$ cat config.mk
export PLATFORM = sky130hd
export DESIGN_NAME = argmax_feeder
export DESIGN_NICKNAME = d
export VERILOG_FILES = /design/src/rtl/argmax_feeder.sv
export SDC_FILE = /design/constraint.sdc
export NUM_CORES = 1
export LEC_CHECK = 0
export CAP_MARGIN = 20
export CORE_UTILIZATION = 48
export DETAILED_ROUTE_END_ITERATION = 8
export PLACE_DENSITY_LB_ADDON = 0.15
export SYNTH_ARGS = -nofsm -noshare
export SYNTH_HDL_FRONTEND = slang
export SYNTH_SLANG_ARGS = --single-unit
$ cat constraint.sdc
create_clock -name clk -period 2.1 [get_ports clk]
set_input_delay 0.21 -clock clk [delete_from_list [all_inputs] [get_ports clk]]
set_output_delay 0.21 -clock clk [all_outputs]
set_load 0.05 [all_outputs]
$ cat src/rtl/argmax_feeder.sv
// argmax_feeder: requantizes a parallel row of signed accumulators and streams it lane by lane
// (index, value, enable) into the argmax cell, with a one-row holding buffer for back-to-back rows.
// Build option: define FEEDER_ROUND_EN for round-half-up before the shift (default truncates).
module argmax_feeder #(
    parameter int DATA_WIDTH  = 8,
    parameter int ACC_WIDTH   = 16,
    parameter int CELL_AMOUNT = 4,
    parameter int SHIFT       = 4
) (
    input  logic                             clk,
    input  logic                             reset,
    input  logic [CELL_AMOUNT*ACC_WIDTH-1:0] in_data,
    input  logic                             in_valid,
    output logic                             in_ready,
    output logic [DATA_WIDTH-1:0]            out_index,
    output logic [DATA_WIDTH-1:0]            out_value,
    output logic                             out_enable,
    output logic                             out_last
);
    localparam int QW = ACC_WIDTH + DATA_WIDTH + 2;
    localparam logic [DATA_WIDTH-1:0] LAST_IDX = DATA_WIDTH'(CELL_AMOUNT - 1);
    typedef enum logic {IDLE, STREAM} state_t;
    state_t                           state_q, state_d;
    logic [CELL_AMOUNT*ACC_WIDTH-1:0] row_q, row_d, buf_q, buf_d;
    logic                             buf_full_q, buf_full_d;
    logic [DATA_WIDTH-1:0]            idx_q, idx_d, val_q, val_d;
    logic                             en_q, en_d, last_q, last_d;
    logic                             accept, start;
    // Working width is wide enough that the rounding add and the clamp compare never overflow.
    function automatic logic [DATA_WIDTH-1:0] requant(input logic [ACC_WIDTH-1:0] acc);
        logic signed [QW-1:0] q;
        q = {{(QW-ACC_WIDTH){acc[ACC_WIDTH-1]}}, acc};
`ifdef FEEDER_ROUND_EN
        q = q + ((QW'(1) << SHIFT) >> 1);
`endif
        q = q >>> SHIFT;
        if (q < 0) return '0;
        if (q > $signed({{(QW-DATA_WIDTH){1'b0}}, {DATA_WIDTH{1'b1}}})) return '1;
        return q[DATA_WIDTH-1:0];
    endfunction
    function automatic logic [ACC_WIDTH-1:0] lane(input logic [CELL_AMOUNT*ACC_WIDTH-1:0] row,
                                                  input logic [DATA_WIDTH-1:0] i);
        return row[i*ACC_WIDTH +: ACC_WIDTH];
    endfunction
    assign in_ready   = !buf_full_q;
    assign accept     = in_valid && !buf_full_q;
    assign out_index  = idx_q;
    assign out_value  = val_q;
    assign out_enable = en_q;
    assign out_last   = last_q;
    // Next lane of the current row, or start a new row from the buffer or the input, or fall idle.
    always_comb begin
        state_d    = state_q;
        row_d      = row_q;
        buf_d      = buf_q;
        buf_full_d = buf_full_q;
        idx_d      = '0;
        val_d      = '0;
        en_d       = 1'b0;
        last_d     = 1'b0;
        start      = 1'b0;
        if (state_q == STREAM && idx_q != LAST_IDX) begin
            idx_d  = idx_q + 1'b1;
            en_d   = 1'b1;
            last_d = idx_d == LAST_IDX;
            val_d  = requant(lane(row_q, idx_d));
            if (accept) begin
                buf_d      = in_data;
                buf_full_d = 1'b1;
            end
        end else if (state_q == STREAM && buf_full_q) begin
            row_d      = buf_q;
            buf_full_d = 1'b0;
            start      = 1'b1;
        end else if (accept) begin
            row_d = in_data;
            start = 1'b1;
        end else begin
            state_d = IDLE;
        end
        if (start) begin
            state_d = STREAM;
            en_d    = 1'b1;
            val_d   = requant(lane(row_d, '0));
        end
    end
    // State, row storage and registered stream outputs.
    always_ff @(posedge clk) begin
        if (reset) begin
            state_q    <= IDLE;
            row_q      <= '0;
            buf_q      <= '0;
            buf_full_q <= 1'b0;
            idx_q      <= '0;
            val_q      <= '0;
            en_q       <= 1'b0;
            last_q     <= 1'b0;
        end else begin
            state_q    <= state_d;
            row_q      <= row_d;
            buf_q      <= buf_d;
            buf_full_q <= buf_full_d;
            idx_q      <= idx_d;
            val_q      <= val_d;
            en_q       <= en_d;
            last_q     <= last_d;
        end
    end
endmodule

==> metrics, run 1 <==
status finished with violations; failing checks negative setup slack; Clock Path Buffers 2; antenna cell count 0; clock skew 0.01643 ns; Clk pin slew, worst setup/hold paths 0.06 ns; Clk Latency, worst-skew pair 0.53 ns; Fill cells 865; first-pass GRT wire length 22380 um; die width 105.7 um; CTS Buf Count 17; Reg area 2332 sq um; GRT overflow 0; Setup WS post-layout -0.00005262 ns; Hold Crit Class primary input to flip-flop; Post-Syn Instances 604; Slowest cell on crit path dfxtp_4; Synth Area per Inst 8.547 sq um; top cell type by total area after synthesis dfxtp_1; Setup-failing EPs final 1; CORE AREA 10370 sq um; Final Cycle Share 100.0%; largest net degree at the start of global routing 90; chip height 105.7 um; crit-path cells inv_1 -> ha_2 -> nor4_2 -> buf_4 -> a21oi_1 -> a21o_1 -> and2_1 -> a31oi_1 -> o22ai_1; WHS 0.07750 ns; Worst Setup End Kind flip-flop; post-route cell area 6867 sq um; worst endpoint required time 2.48 ns; Routed WL per cell 16.95 um; FF+latch count, synth 116; Pwr per Cell Area 935.0 nW/um^2; initial antenna violation count 0; Final Hold Vio Count 0; Seq/Total Area, Yosys 44.98%; largest cells by area after synthesis dfxtp_1 (45%), nand2_1 (7.6%), a21oi_1 (6.2%); Initial Util 49.78%; placed instance area 6108 sq um; initial drt markers 270; area occupied by multi-input gates 2720 sq um; headroom to the max-slew limit 62.20%; Final Max Tran Viols 0; async set-or-reset flop fraction in the synthesized netlist 0%; Final ANT Viol Nets 0; CTS H-Tree Depth 4; Worst Path Buf+Inv 2; Vias per Instance 5.734; num ports 86; kind of critical path flip-flop to flip-flop; vias in the first global route 4501; DRC 0; dpl hpwl 9004 um; static leakage 2.556 nW; Cell Area, Synth 5162 sq um; Root Driver clkbuf_8; RSZ-0062 raised after global routing yes; via count 4708; Max VDD drop 0.0004959 V; Post-synth EDFFs 0; worst slew pin tran 0.5630 ns; CTS tree yes; top cell type's share of synthesized area 44.98%; post-route minimum period 2.100 ns; worst-path maximum fanout 5; port bufs 69; crit path DAT 2.48 ns; TritonRoute pass-1 iters 5; total track usage 25.55%; share of cells above drive strength 1 18.39%; crit-path max cell delay 0.37 ns; type of origin of the critical path flip-flop; routability cong. 0.8463; syn nets 673; clk sinks 116; max cap viols 0; crit-path leading delay family compound AO/OA/AOI/OAI gates; Nets 741; Syn-to-layout area delta 33.01%; DRT Wirelength 13920 um; top_reg_cell synth dfxtp_1; Yosys Warn Count 0; fmax 476.2 MHz; # rows 37; post-synth cell types 53; full die area 11170 sq um
-- logic make-up after synthesis --
| logic type | after synthesis | share of synthesized area, % |
|---|---|---|
| flops | 116 | 44.98 |
| xor+xnor | 8 | 1.357 |
| simple gates | 250 | 21.59 |
| mux | 6 | 2.133 |
| fa+ha+maj | 2 | 0.4847 |
| compound gates | 163 | 23.82 |
| buf+inv | 59 | 5.623 |
-- cell usage after synthesis, drive strengths merged (3+ instances only) --
library cell	n
or3	6
xor2	4
mux4	4
buf	23
a21oi	64
and2	3
and3	4
nor2b	12
clkbuf	31
a31oi	5
xnor2	4
nor3	40
o211ai	6
a221o	6
o21ai	10
dfxtp	116
nand3	4
nor2	65
o22ai	10
a2bb2oi	5
a211oi	6
inv	5
a221oi	36
nand2	105
-- cells in the final DEF, fill, tap and decap left out, drive strengths merged, types with 6 or more instances in the layout --
cell | netlist | final
inv | 5 | 9
a221o | 6 | 6
o22ai | 10 | 10
a21oi | 64 | 64
buf | 23 | 35
nand2 | 105 | 105
clkbuf | 31 | 19
or3 | 6 | 6
nor3 | 40 | 40
dfxtp | 116 | 116
a221oi | 36 | 36
a211oi | 6 | 6
clkdlybuf4s50 | 0 | 63
nor2 | 65 | 65
nor2b | 12 | 12
o211ai | 6 | 6
o21ai | 10 | 10
-- final cells by class --
type,count,area share [%]
clock buffers,19,6.286
clock inverters,13,2.168
inverters,5,0.2733
multi-input cells,429,39.61
flip-flops and latches,116,33.97
well taps,136,2.478
repair buffers,103,15.21
-- path summary, 6_finish.rpt --
path	slack, ns	to	startpoint	depth (start not counted)
setup reg to reg	-0.00005	out_value[0]	out_index[0]	9
hold reg to reg	0.46	buf_q[10]	buf_q[10]	2
setup / recovery	-0.00005	out_value[0]	out_index[0]	9
hold / removal	0.08	row_q[9]	reset	2
-- power by group --
group	internal, mW	leakage (nW)	switching, mW
Sequential	2.36	0.952	0.112
Clock	1.74	0.276	1.09
Combinational	0.494	1.33	0.624
-- metrics by stage --
| step | setup WS (ns) | TNS (ns) | cells | power [mW] | utilization, % |
|---|---|---|---|---|---|
| floorplan | 0.006684 | 0 | 604 | 3.167 | - |
| global placement | -0.09450 | -0.5453 | 787 | 3.545 | 58.90 |
| detailed placement | -0.09885 | -0.5469 | 787 | 3.563 | 58.90 |
| CTS | 0.0009099 | 0 | 820 | 6.370 | 64.71 |
| global route | -0.02204 | -0.05146 | 821 | 6.658 | 66.22 |
| finish | -0.00005262 | -0.00005262 | 821 | 6.420 | 66.22 |
-- worst register-to-register path, stage by stage (launching register included) --
cell	delay (ns)
dfxtp_4	0.37
inv_1	0.06
ha_2	0.35
nor4_2	0.24
buf_4	0.17
a21oi_1	0.03
a21o_1	0.22
and2_1	0.20
a31oi_1	0.21
o22ai_1	0.11
-- sequential cells by signal, summed over array words and instances (netlist names) --
register	flops
row_q	48
state_q	1
out_value	8
out_enable	1
out_index	8
buf_full_q	1
out_last	1
buf_q	48
-- layer usage --
layer  GRT usage (%)  up-vias  routed length (um)
met5               0        -                   0
met1           32.41     2226                6170
met3           5.380       28                 730
li1                -     2304                   -
met4           11.01        0                 390
met2           41.88      150                6624
-- what timing repair did --
item                       CTS  global route
pin swaps                    0             4
setup endpoints to repair   10            93
hold buffers                 0             0
setup buffers                1             1
resized for setup            6            32
(Power assumes the default switching activity.)
==> inputs of run 2 (changes only) <==
- CORE_UTILIZATION: 48 -> 57
- DONT_BUFFER_PORTS: default -> 1
==> metrics, run 2 (synthesized netlist as in run 1, its figures left out) <==
status finished clean; post-route minimum period 2.083 ns (-0.01683 ns); initial drt markers 259 (-4.1%); die width 97.17 um (-8.1%); Hold Path Sink row_q[36]; type of origin of the critical path flip-flop; Syn-to-layout area delta 29.59%; placed instance area 5388 sq um (-12%); max cap viols 0 (unchanged); Setup WS post-layout 0.01678 ns (+0.01683 ns); kind of critical path flip-flop to flip-flop; CTS tree yes; crit-path leading delay family simple AND/OR/NAND/NOR gates; share of cells above drive strength 1 18.72% (+0.33 points); full die area 9441 sq um (-16%); TritonRoute pass-1 iters 5 (unchanged); antenna cell count 0 (unchanged); via count 4852 (+3.1%); initial antenna violation count 0 (unchanged); R2R Setup Slk 0.02 ns (+0.02 ns); Worst Path Buf+Inv 2 (unchanged); Final Hold Vio Count 0 (unchanged); Root Driver clkbuf_8; met1 wire length 5932 um (-3.9%); crit-path max cell delay 0.50 ns (+0.13 ns); Reg2Reg Launch Point out_index[1]; placed insts 696 (-12%); worst slew pin tran 0.6862 ns (+0.1233 ns); worst endpoint required time 2.48 ns (about the same); dpl hpwl 8682 um (-3.6%); first-pass GRT wire length 23130 um (+3.4%); CTS Buf Count 17 (unchanged); post-route cell area 6690 sq um (-2.6%); Vias per Instance 6.213 (+8.3%); most frequent cells in the layout dfxtp_1 (112), nand2_1 (104), nor2_1 (63); Pwr Total 6.676 mW (+4.0%); Max VDD drop 0.0005784 V (+17%); largest registers buf_q: 48 flops, row_q: 48 flops; commonest non-fill, non-tap cell in the layout dfxtp_1; worst-path maximum fanout 8 (+3); hold-critical path depth 3 (+1); TNS Setup 0 ns (+0.00005262 ns); Clk pin slew, worst setup/hold paths 0.06 ns (about the same); Hold Crit Class primary input to flip-flop; chip height 97.17 um (-8.1%); Clock Path Buffers 2 (unchanged); max layer used met4; Worst Setup End Kind flip-flop; Pwr per Cell Area 997.9 nW/um^2 (+6.7%); met3 wire length 928 um (+27%); R2R cell count 8 (-1); Hold Startpoint in_data[36]; Finished Layout Cells 781 (-4.9%); Clk Latency, worst-skew pair 0.53 ns (about the same); Top cell by count, worst path buf_4; routability cong. 0.8768 (+3.6%); crit path DAT 2.47 ns (about the same); Setup-failing EPs final 0 (-1); met2 WL post-DR 7319 um (+10%); # rows 34 (-8.1%); Initial Util 58.91% (+9.1 points); Routed WL per cell 18.63 um (+9.9%); largest net degree at the start of global routing 103 (+14%); RSZ-0062 raised after global routing yes; total track usage 31.26% (+5.7 points); Final Max Tran Viols 0 (unchanged); clock skew 0.008266 ns (-0.008167 ns); CTS H-Tree Depth 4 (unchanged); CORE AREA 8763 sq um (-15%); static leakage 2.487 nW (-2.7%); port bufs 0 (-100%); DRC 0 (unchanged); clk sinks 116 (unchanged); DRT Wirelength 14550 um (+4.6%); vias in the first global route 4639 (+3.1%); headroom to the max-slew limit 54.14% (-8.1 points); worst r2r dst out_value[0]; Final Cycle Share 99.20% (-0.80 points); crit-path cells ha_4 -> or4b_4 -> o21ai_4 -> buf_4 -> buf_4 -> a2bb2oi_1 -> nor2_1 -> o22ai_1; Place WS -0.2014 ns (-0.1026 ns); Final ANT Viol Nets 0 (unchanged); num ports 86 (unchanged); Slowest cell on crit path or4b_4; GRT overflow 0 (unchanged); fmax 480.0 MHz (+0.81%); Nets 729 (-1.6%)
-- run 2: cell types whose count changed in the layout (fill, tap and decap cells not counted), moves of 3 or more --
cell / change
clkdlybuf4s50_1: -63
bufinv_16: +3
nor2_4: +3
buf_12: -4
buf_4: +11
clkinv_4: -3
a221oi_2: -8
a221oi_1: +8
dlygate4sd3_1: +49
dlymetal6s2s_1: -3
-- run 2: power by group --
part / internal, mW / switching (mW)
logic: 0.428 / 0.536
registers: 2.36 / 0.191
clock network: 2.11 / 1.04
-- run 2: area by class of cell --
cell class / instances / area, sq um
Clock buffer: 20 / 445.4
Inverter: 5 / 18.77
Clock inverter: 12 / 198.9
Fill cell: 613 / 2073
Timing Repair Buffer: 90 / 859.6
Sequential cell: 116 / 2332
Multi-Input combinational cell: 430 / 2700
Tap cell: 108 / 135.1
-- run 2: worst max-delay path by stage --
stage	start	endpoint	depth (start not counted)
floorplan	out_index[1]	row_q[20]	8
global placement	out_index[0]	buf_q[40]	7
detailed placement	out_index[0]	buf_q[24]	7
CTS	out_index[0]	out_value[3]	8
global route	out_index[1]	out_value[0]	8
finish	out_index[1]	out_value[0]	8
-- run 2: metal layers --
layer	up-vias	GRT usage, %
met3	31	7.986
met4	0	13.66
met5	-	0
met2	200	53.20
met1	2336	37.19
li1	2285	-
-- run 2: through the flow --
step,hold slack (ns),util [%]
CTS,0.04449,75.40
global route,0.05093,76.34
floorplan,0.3460,-
detailed placement,0.2927,61.48
global placement,0.2892,61.48
finish,0.04302,76.34
-- run 2: timing repair --
action	CTS	global route
cloned	1	0
hold endpoints to repair	103	0
hold buffers	50	0
pin swaps	4	12
endpoints found under the setup margin	61	29
resized for setup	8	17
setup buffers	1	1
-- run 2: tightest hold or removal path: stages --
cell and delay, ns:
a221oi_1 0.06, buf_4 0.14, nor3_1 0.11
